File: config.mk
export PLATFORM = sky130hd
export DESIGN_NAME = zircon_avalon_tlc5620
export DESIGN_NICKNAME = d
export VERILOG_FILES = /design/src/rtl/zircon_tlc5620_pkg.sv /design/src/rtl/zircon_avalon_tlc5620_logic.sv /design/src/rtl/zircon_avalon_tlc5620.sv
export SDC_FILE = /design/constraint.sdc
export NUM_CORES = 1
export LEC_CHECK = 0
export BUFFER_PORTS_ARGS = -buffer_cell sky130_fd_sc_hd__buf_2
export CAP_MARGIN = 15
export CORE_AREA = 3 3 73 75
export CTS_CLUSTER_SIZE = 14
export DETAILED_ROUTE_END_ITERATION = 8
export DIE_AREA = 0 0 76 78
export PLACE_DENSITY_LB_ADDON = 0.08
export SKIP_LAST_GASP = 1
export SYNTH_ARGS = -nofsm -noshare
export SYNTH_HDL_FRONTEND = slang
export SYNTH_SLANG_ARGS = --single-unit
File: constraint.sdc
create_clock -name csi_clk -period 2 [get_ports csi_clk]
set_input_delay 0.3 -clock csi_clk [delete_from_list [all_inputs] [get_ports csi_clk]]
set_output_delay 0.3 -clock csi_clk [all_outputs]
set_load 0.02 [all_outputs]
File: src/rtl/zircon_tlc5620_pkg.sv
`default_nettype none
// ============================================================================
//  Module      : zircon_tlc5620_pkg
//  Description : Shared types and constants for the TLC5620 DAC write core.
//  Revision    : 1.0 - initial release
// ============================================================================
package zircon_tlc5620_pkg;

  // Serial engine states
  typedef enum logic [1:0] {
    IDLE  = 2'd0,
    SHIFT = 2'd1,
    LOAD  = 2'd2,
    GAP   = 2'd3
  } state_t;

  // A1 A0 RNG D7..D0
  localparam int FRAME_BITS = 11;

  // Avalon register map
  localparam logic ADDR_DATA   = 1'b0;
  localparam logic ADDR_STATUS = 1'b1;

  // STATUS register bit positions
  localparam int BUSY = 0;
  localparam int PEND = 1;
  localparam int OVR  = 2;

endpackage
`default_nettype wire

File: src/rtl/zircon_avalon_tlc5620_logic.sv
`default_nettype none
// ============================================================================
//  Module      : zircon_avalon_tlc5620_logic
//  Description : Serial engine - shifts one 11-bit frame MSB first, then
//                pulses LOAD low for one half-period followed by a gap.
//  Revision    : 1.0 - initial release
// ============================================================================
module zircon_avalon_tlc5620_logic
  import zircon_tlc5620_pkg::*;
#(
  parameter int CLK_DIV = 25
) (
  input  logic                  clk,
  input  logic                  rst,
  input  logic                  start,
  input  logic [FRAME_BITS-1:0] word,
  output logic                  busy,
  output logic                  da_clk,
  output logic                  da_data,
  output logic                  da_load
);

  localparam int               DIV_W    = $clog2(CLK_DIV + 1);
  localparam logic [DIV_W-1:0] DIV_LAST = DIV_W'(CLK_DIV - 1);
  localparam logic [3:0]       BIT_TOP  = 4'(FRAME_BITS - 1);

  state_t                state, state_n;
  logic [DIV_W-1:0]      div, div_n;
  logic [3:0]            bit_cnt, bit_cnt_n;
  logic [FRAME_BITS-1:0] shreg, shreg_n;
  // phase 0 = high half of a bit, phase 1 = low half (DAC samples on the fall)
  logic                  phase, phase_n;
  logic                  wrap;

  assign wrap = (div == DIV_LAST);
  assign busy = (state != IDLE);

  // State, divider and shifter registers
  always_ff @(posedge clk or posedge rst) begin
    if (rst) begin
      state   <= IDLE;
      div     <= '0;
      bit_cnt <= '0;
      shreg   <= '0;
      phase   <= 1'b0;
    end else begin
      state   <= state_n;
      div     <= div_n;
      bit_cnt <= bit_cnt_n;
      shreg   <= shreg_n;
      phase   <= phase_n;
    end
  end

  // Next-state logic; each divider wrap ends one half-period
  always_comb begin
    state_n   = state;
    div_n     = wrap ? '0 : div + 1'b1;
    bit_cnt_n = bit_cnt;
    shreg_n   = shreg;
    phase_n   = phase;
    case (state)
      IDLE: begin
        div_n = '0;
        if (start) begin
          shreg_n   = word;
          bit_cnt_n = BIT_TOP;
          phase_n   = 1'b0;
          state_n   = SHIFT;
        end
      end
      SHIFT: begin
        if (wrap) begin
          if (!phase) begin
            phase_n = 1'b1;
          end else if (bit_cnt == 4'd0) begin
            state_n = LOAD;
          end else begin
            bit_cnt_n = bit_cnt - 4'd1;
            phase_n   = 1'b0;
            shreg_n   = {shreg[FRAME_BITS-2:0], 1'b0};
          end
        end
      end
      LOAD: begin
        if (wrap) state_n = GAP;
      end
      GAP: begin
        if (wrap) state_n = IDLE;
      end
      default: state_n = IDLE;
    endcase
  end

  // Pins are registered from next-state values so they are glitch free and
  // line up exactly with the state they belong to
  always_ff @(posedge clk or posedge rst) begin
    if (rst) begin
      da_clk  <= 1'b0;
      da_data <= 1'b0;
      da_load <= 1'b1;
    end else begin
      da_clk  <= (state_n == SHIFT) && !phase_n;
      da_data <= (state_n == SHIFT) && shreg_n[FRAME_BITS-1];
      da_load <= (state_n != LOAD);
    end
  end

endmodule
`default_nettype wire

File: src/rtl/zircon_avalon_tlc5620.sv
`default_nettype none
// ============================================================================
//  Module      : zircon_avalon_tlc5620
//  Description : Avalon-MM write slave for a TLC5620-class 4-channel DAC.
//                Holds one pending word ahead of the serial engine and flags
//                overrun when an unsent word is overwritten.
//  Revision    : 1.0 - initial release
// ============================================================================
module zircon_avalon_tlc5620
  import zircon_tlc5620_pkg::*;
#(
  parameter int CLK_DIV = 25
) (
  input  logic        csi_clk,
  input  logic        rsi_reset,
  input  logic        avs_address,
  input  logic        avs_write,
  input  logic [31:0] avs_writedata,
  input  logic        avs_read,
  output logic [31:0] avs_readdata,
  output logic        coe_da_clk,
  output logic        coe_da_data,
  output logic        coe_da_load,
  output logic        coe_da_ldac
);

  logic [FRAME_BITS-1:0] last_word;
  logic [FRAME_BITS-1:0] pending_word;
  logic                  pending_valid;
  logic                  overrun;
  logic                  busy;
  logic                  pop;
  logic                  wr_data;
  logic                  rd_status;
  logic                  ovr_set;
  logic [2:0]            status;
  logic                  unused_bits;

  assign unused_bits = ^avs_writedata[31:FRAME_BITS];

  // The engine takes the pending word the first idle cycle it sees one
  assign pop       = pending_valid && !busy;
  assign wr_data   = avs_write && (avs_address == ADDR_DATA);
  assign rd_status = avs_read  && (avs_address == ADDR_STATUS);
  assign ovr_set   = wr_data && pending_valid && !pop;

  assign coe_da_ldac = 1'b0;

  // Status vector assembly
  always_comb begin
    status       = '0;
    status[BUSY] = busy;
    status[PEND] = pending_valid;
    status[OVR]  = overrun;
  end

  // Pending slot, last written word and overrun flag (set beats clear)
  always_ff @(posedge csi_clk or posedge rsi_reset) begin
    if (rsi_reset) begin
      last_word     <= '0;
      pending_word  <= '0;
      pending_valid <= 1'b0;
      overrun       <= 1'b0;
    end else begin
      if (wr_data) begin
        last_word    <= avs_writedata[FRAME_BITS-1:0];
        pending_word <= avs_writedata[FRAME_BITS-1:0];
      end
      if (wr_data)  pending_valid <= 1'b1;
      else if (pop) pending_valid <= 1'b0;
      if (ovr_set)        overrun <= 1'b1;
      else if (rd_status) overrun <= 1'b0;
    end
  end

  // Registered read data, one cycle latency
  always_ff @(posedge csi_clk or posedge rsi_reset) begin
    if (rsi_reset) begin
      avs_readdata <= '0;
    end else if (avs_read) begin
      if (avs_address == ADDR_STATUS) avs_readdata <= {29'b0, status};
      else                            avs_readdata <= {21'b0, last_word};
    end
  end

  zircon_avalon_tlc5620_logic #(
    .CLK_DIV (CLK_DIV)
  ) u_engine (
    .clk     (csi_clk),
    .rst     (rsi_reset),
    .start   (pop),
    .word    (pending_word),
    .busy    (busy),
    .da_clk  (coe_da_clk),
    .da_data (coe_da_data),
    .da_load (coe_da_load)
  );

endmodule
`default_nettype wire
==> results list <==
- Setup repair after global routing left no endpoint under its margin.
- Data arrives at the worst endpoint at 2.04 ns.
- Final ANT Viol Nets: 0
- Among all cell types in the netlist, the one instantiated most often is sky130_fd_sc_hd__dfrtp_1.
* Simple-gate area share of the yosys netlist: 0.124
* Worst-case setup slack after placement: 0.147 ns
- The largest individual stage delay along the critical path comes from the cell sky130_fd_sc_hd__dfrtp_1.
- Grouping stages by cell kind, the critical path spends the most delay in simple AND/OR/NAND/NOR gates.
- Number of rows created at floorplan: 25
- Num CTS Buffers: 5
- The clock passes through at most 2 buffers.
- The design draws 2.75 mW.
- The first TritonRoute pass finished after 4 iterations.
* Library cell used as clock root buffer: sky130_fd_sc_hd__clkbuf_8
- Setup crit end kind: flop
* First-pass GRT wire length: 7090 um
- The via count of the first global-routing pass came to 1485.
* Maximum achievable frequency: 547 MHz
- CTS H-tree depth: 2
- Core area: 0.00472 mm^2
- Worst Path Required: 2.22 ns
- Post-detailed-routing wire length: 4150 um
- Dominant combinational cell family by area after synthesis: compound AO/OA/AOI/OAI gates
- Post-synth top flop: sky130_fd_sc_hd__dfrtp_1
- Remaining DRCs: 0
* Latest clock arrival within the worst-skew pair: 0.31 ns
* Pwr dens: 1050 mW/mm^2
* Portion of total power attributed to sequential cells: 0.520
* Via Count: 1488
- Pin placement for this block handled 73 I/O pins.
- VDD sags by at most 0.000498 V.
- Across the run, the number of max-cap violations was 0.
- Setup_tns: 0 ns
- Detailed placer's ending HPWL: 2970 um
- The largest single stage delay on the critical path is 0.39 ns.
* TritonCTS clock tree: done
* Total number of nets in the final design: 286
* Worst Tran Pin Value: 0.618 ns
- The synthesized netlist occupies a cell area of 0.00238 mm^2.
* Post-route clock period utilization: 0.914
- Number of enable-type register cells in the synthesized netlist: 0
- Vias/cell: 4.75
- Compound-gate portion of the synthesized area: 0.126
- Antenna cells: 0
- In this run, synthesis produced a sequential element count of 50.
* Horizontal die dimension: 76 um
- From synthesis to final layout, the design area changed by 9.78%.
* Critical path launch point type: flop
- Of the total synthesized cell area, the portion taken by full adders, half adders and majority gates is 0.0210.
- Proportion of total power due to net switching: 0.329
- Starting DRC count in detailed routing: 45
- Final weighted congestion in routability-driven placement: 0.801
- In the synthesized netlist, the cells that appear most often are sky130_fd_sc_hd__dfrtp_1, sky130_fd_sc_hd__buf_4, sky130_fd_sc_hd__inv_1.
- Worst path setup slack after routing: 0.172 ns
- Sw Pwr: 0.904 mW
* Distinct cells, synth: 43
* Synth Instances: 213
* Post-synth top area share: 0.516
- Clock skew on the completed layout was measured at 0.0104 ns.
* Class of the tightest hold or removal check: in -> async
- Measured against its own limit, the worst slew margin works out to 0.588.
- A synthesized cell averages 11.2 um^2.
* Initial core utilization: 0.504
- Relative contribution of combinational cells to total power: 0.248
- The run finished with clean final reports.
* Global-route usage over all layers: 0.153
- Summed over all layers, the global routing overflow is 0.
- Final-report setup violation count: 0
- Post-synthesis xor/xnor area fraction: 0.0110
- Sequential element share of the synthesized area: 0.527
* Port bufs: 29
* Clock slew at the register clock pins of the worst setup and hold paths: 0.10 ns
* Initial antenna violation count: 0
- The number of buffers and inverters on the critical path is 2.
* Largest driver fanout on the critical path: 8
- The synthesized design spends more area on one cell type than any other, namely sky130_fd_sc_hd__dfrtp_1.
* Proportion of synthesized area in mux cells: 0.0700
* Largest net degree at the start of global routing: 51
* Standby leakage power: 1.32 nW
* Dominant cells by area after synthesis: sky130_fd_sc_hd__dfrtp_1, sky130_fd_sc_hd__buf_4, sky130_fd_sc_hd__mux2_1
- CTS saw 50 sinks.
- Yosys printed 0 warnings.
- Subtracting the final worst setup slack from the clock period gives 1.83 ns.
- The floorplan step defined a die boundary enclosing 0.00593 mm^2.
* Start-to-end type of the worst setup path: reg -> reg
- Clock network power share: 0.231
- After synthesis, the share of flip-flops with an asynchronous set or reset is 1.00.
* Routed length per instance: 13.3 um
- Of the cells placed in the final design, the portion with a size suffix greater than 1 is 0.220.
- CP Cell Sequence: inv_1 -> ha_1 -> nor3b_2 -> and4b_2 -> buf_4 -> a22o_1 -> a21o_1
* Final number of hold-violating endpoints: 0
- Max Slew Vio Count: 0
* Die Span Y: 78 um
- The internal power of the cells totals 1.85 mW.
## cell usage in the layout (no fill, tap or decap), drive strengths merged, types with 3 or more instances in the layout
master and instances:
inv 17, clkbuf 6, conb 22, a22o 9, o21ai 11, buf 35
nand3 5, nor3 3, a21oi 6, ha 4, nand3b 9, dfrtp 49
a21o 12, mux2 13, nor2 12, nand2 7
## kinds of logic after synthesis
| family | after synthesis |
|---|---|
| flip-flops | 50 |
| AND/OR/NAND/NOR | 48 |
| buffers and inverters | 48 |
| AO/OA/AOI/OAI | 44 |
| multiplexers | 15 |
| adder cells (fa/ha/maj) | 4 |
| XOR/XNOR | 3 |
| other | 1 |
## power groups by stage
stage               registers, mW  clock network [mW]  logic [mW]
finish                       1.43               0.636       0.684
global route                 1.47               0.697       0.778
CTS                          1.43               0.656       0.697
detailed placement           1.45                   0       0.693
global placement             1.45                   0       0.680
floorplan                    1.46                   0       0.528
## timing repair
action | 4_1_cts | 5_1_grt
setup buffers | 0 | 0
hold buffers | 0 | 0
endpoints found under the setup margin | 0 | 5
resized for setup | 0 | 1
endpoints found under the hold margin | 0 | 0
## worst reg2reg max path: stages (launching register included)
cell                      delay [ns]
sky130_fd_sc_hd__dfrtp_1        0.39
sky130_fd_sc_hd__inv_1          0.10
sky130_fd_sc_hd__ha_1           0.14
sky130_fd_sc_hd__nor3b_2        0.23
sky130_fd_sc_hd__and4b_2        0.34
sky130_fd_sc_hd__buf_4          0.19
sky130_fd_sc_hd__a22o_1         0.19
sky130_fd_sc_hd__a21o_1         0.15
## metrics by stage
step,instances,utilization,area [um^2],hold WS [ns]
6_report,313,0.553,2610,0.143
3_5_place_dp,305,0.531,2510,0.466
3_3_place_gp,305,0.531,2510,0.461
2_1_floorplan,234,-,2460,0.435
4_1_cts,313,0.553,2610,0.158
5_1_grt,313,0.553,2610,0.177
## registers in the layout (all words and copies together) (netlist names)
signal,flops
avs_readdata,11
overrun,1
pending_valid,1
pending_word,11
u_engine.bit_cnt,4
u_engine.da_clk,1
u_engine.da_data,1
u_engine.da_load,1
u_engine.div,5
u_engine.phase,1
u_engine.shreg,11
u_engine.state,2
## final timing paths
path                                      from             endpoint  depth (start not counted)  slack [ns]
setup / recovery           u_engine.bit_cnt[0]    u_engine.shreg[2]                          7        0.17
hold / removal                       rsi_reset      pending_word[1]                          3        0.14
setup reg to reg           u_engine.bit_cnt[0]    u_engine.shreg[2]                          7        0.17
hold reg to reg              u_engine.shreg[1]    u_engine.shreg[1]                          1        0.49
max in group asynchronous            rsi_reset  u_engine.bit_cnt[3]                          3        1.45
min in group csi_clk          avs_writedata[6]      pending_word[6]                          2        0.20
## routing by layer
| metal | up-vias | global-route usage | share of wire |
|---|---|---|---|
| met2 | 24 | 0.241 | 0.47 |
| li1 | 745 | - | - |
| met1 | 711 | 0.202 | 0.47 |
| met3 | 8 | 0.0394 | 0.041 |
| met5 | - | 0 | 0 |
| met4 | 0 | 0.0652 | 0.018 |
## final cells by class
type	count	area, um^2
inverter	17	63.8
tap	67	83.8
clock inverter	2	17.5
clock buffer	6	82.6
multi-input combinational	136	921
fill	448	2110
sequential	50	1250
timing repair buffer	35	190
(Power assumes the default switching activity.)
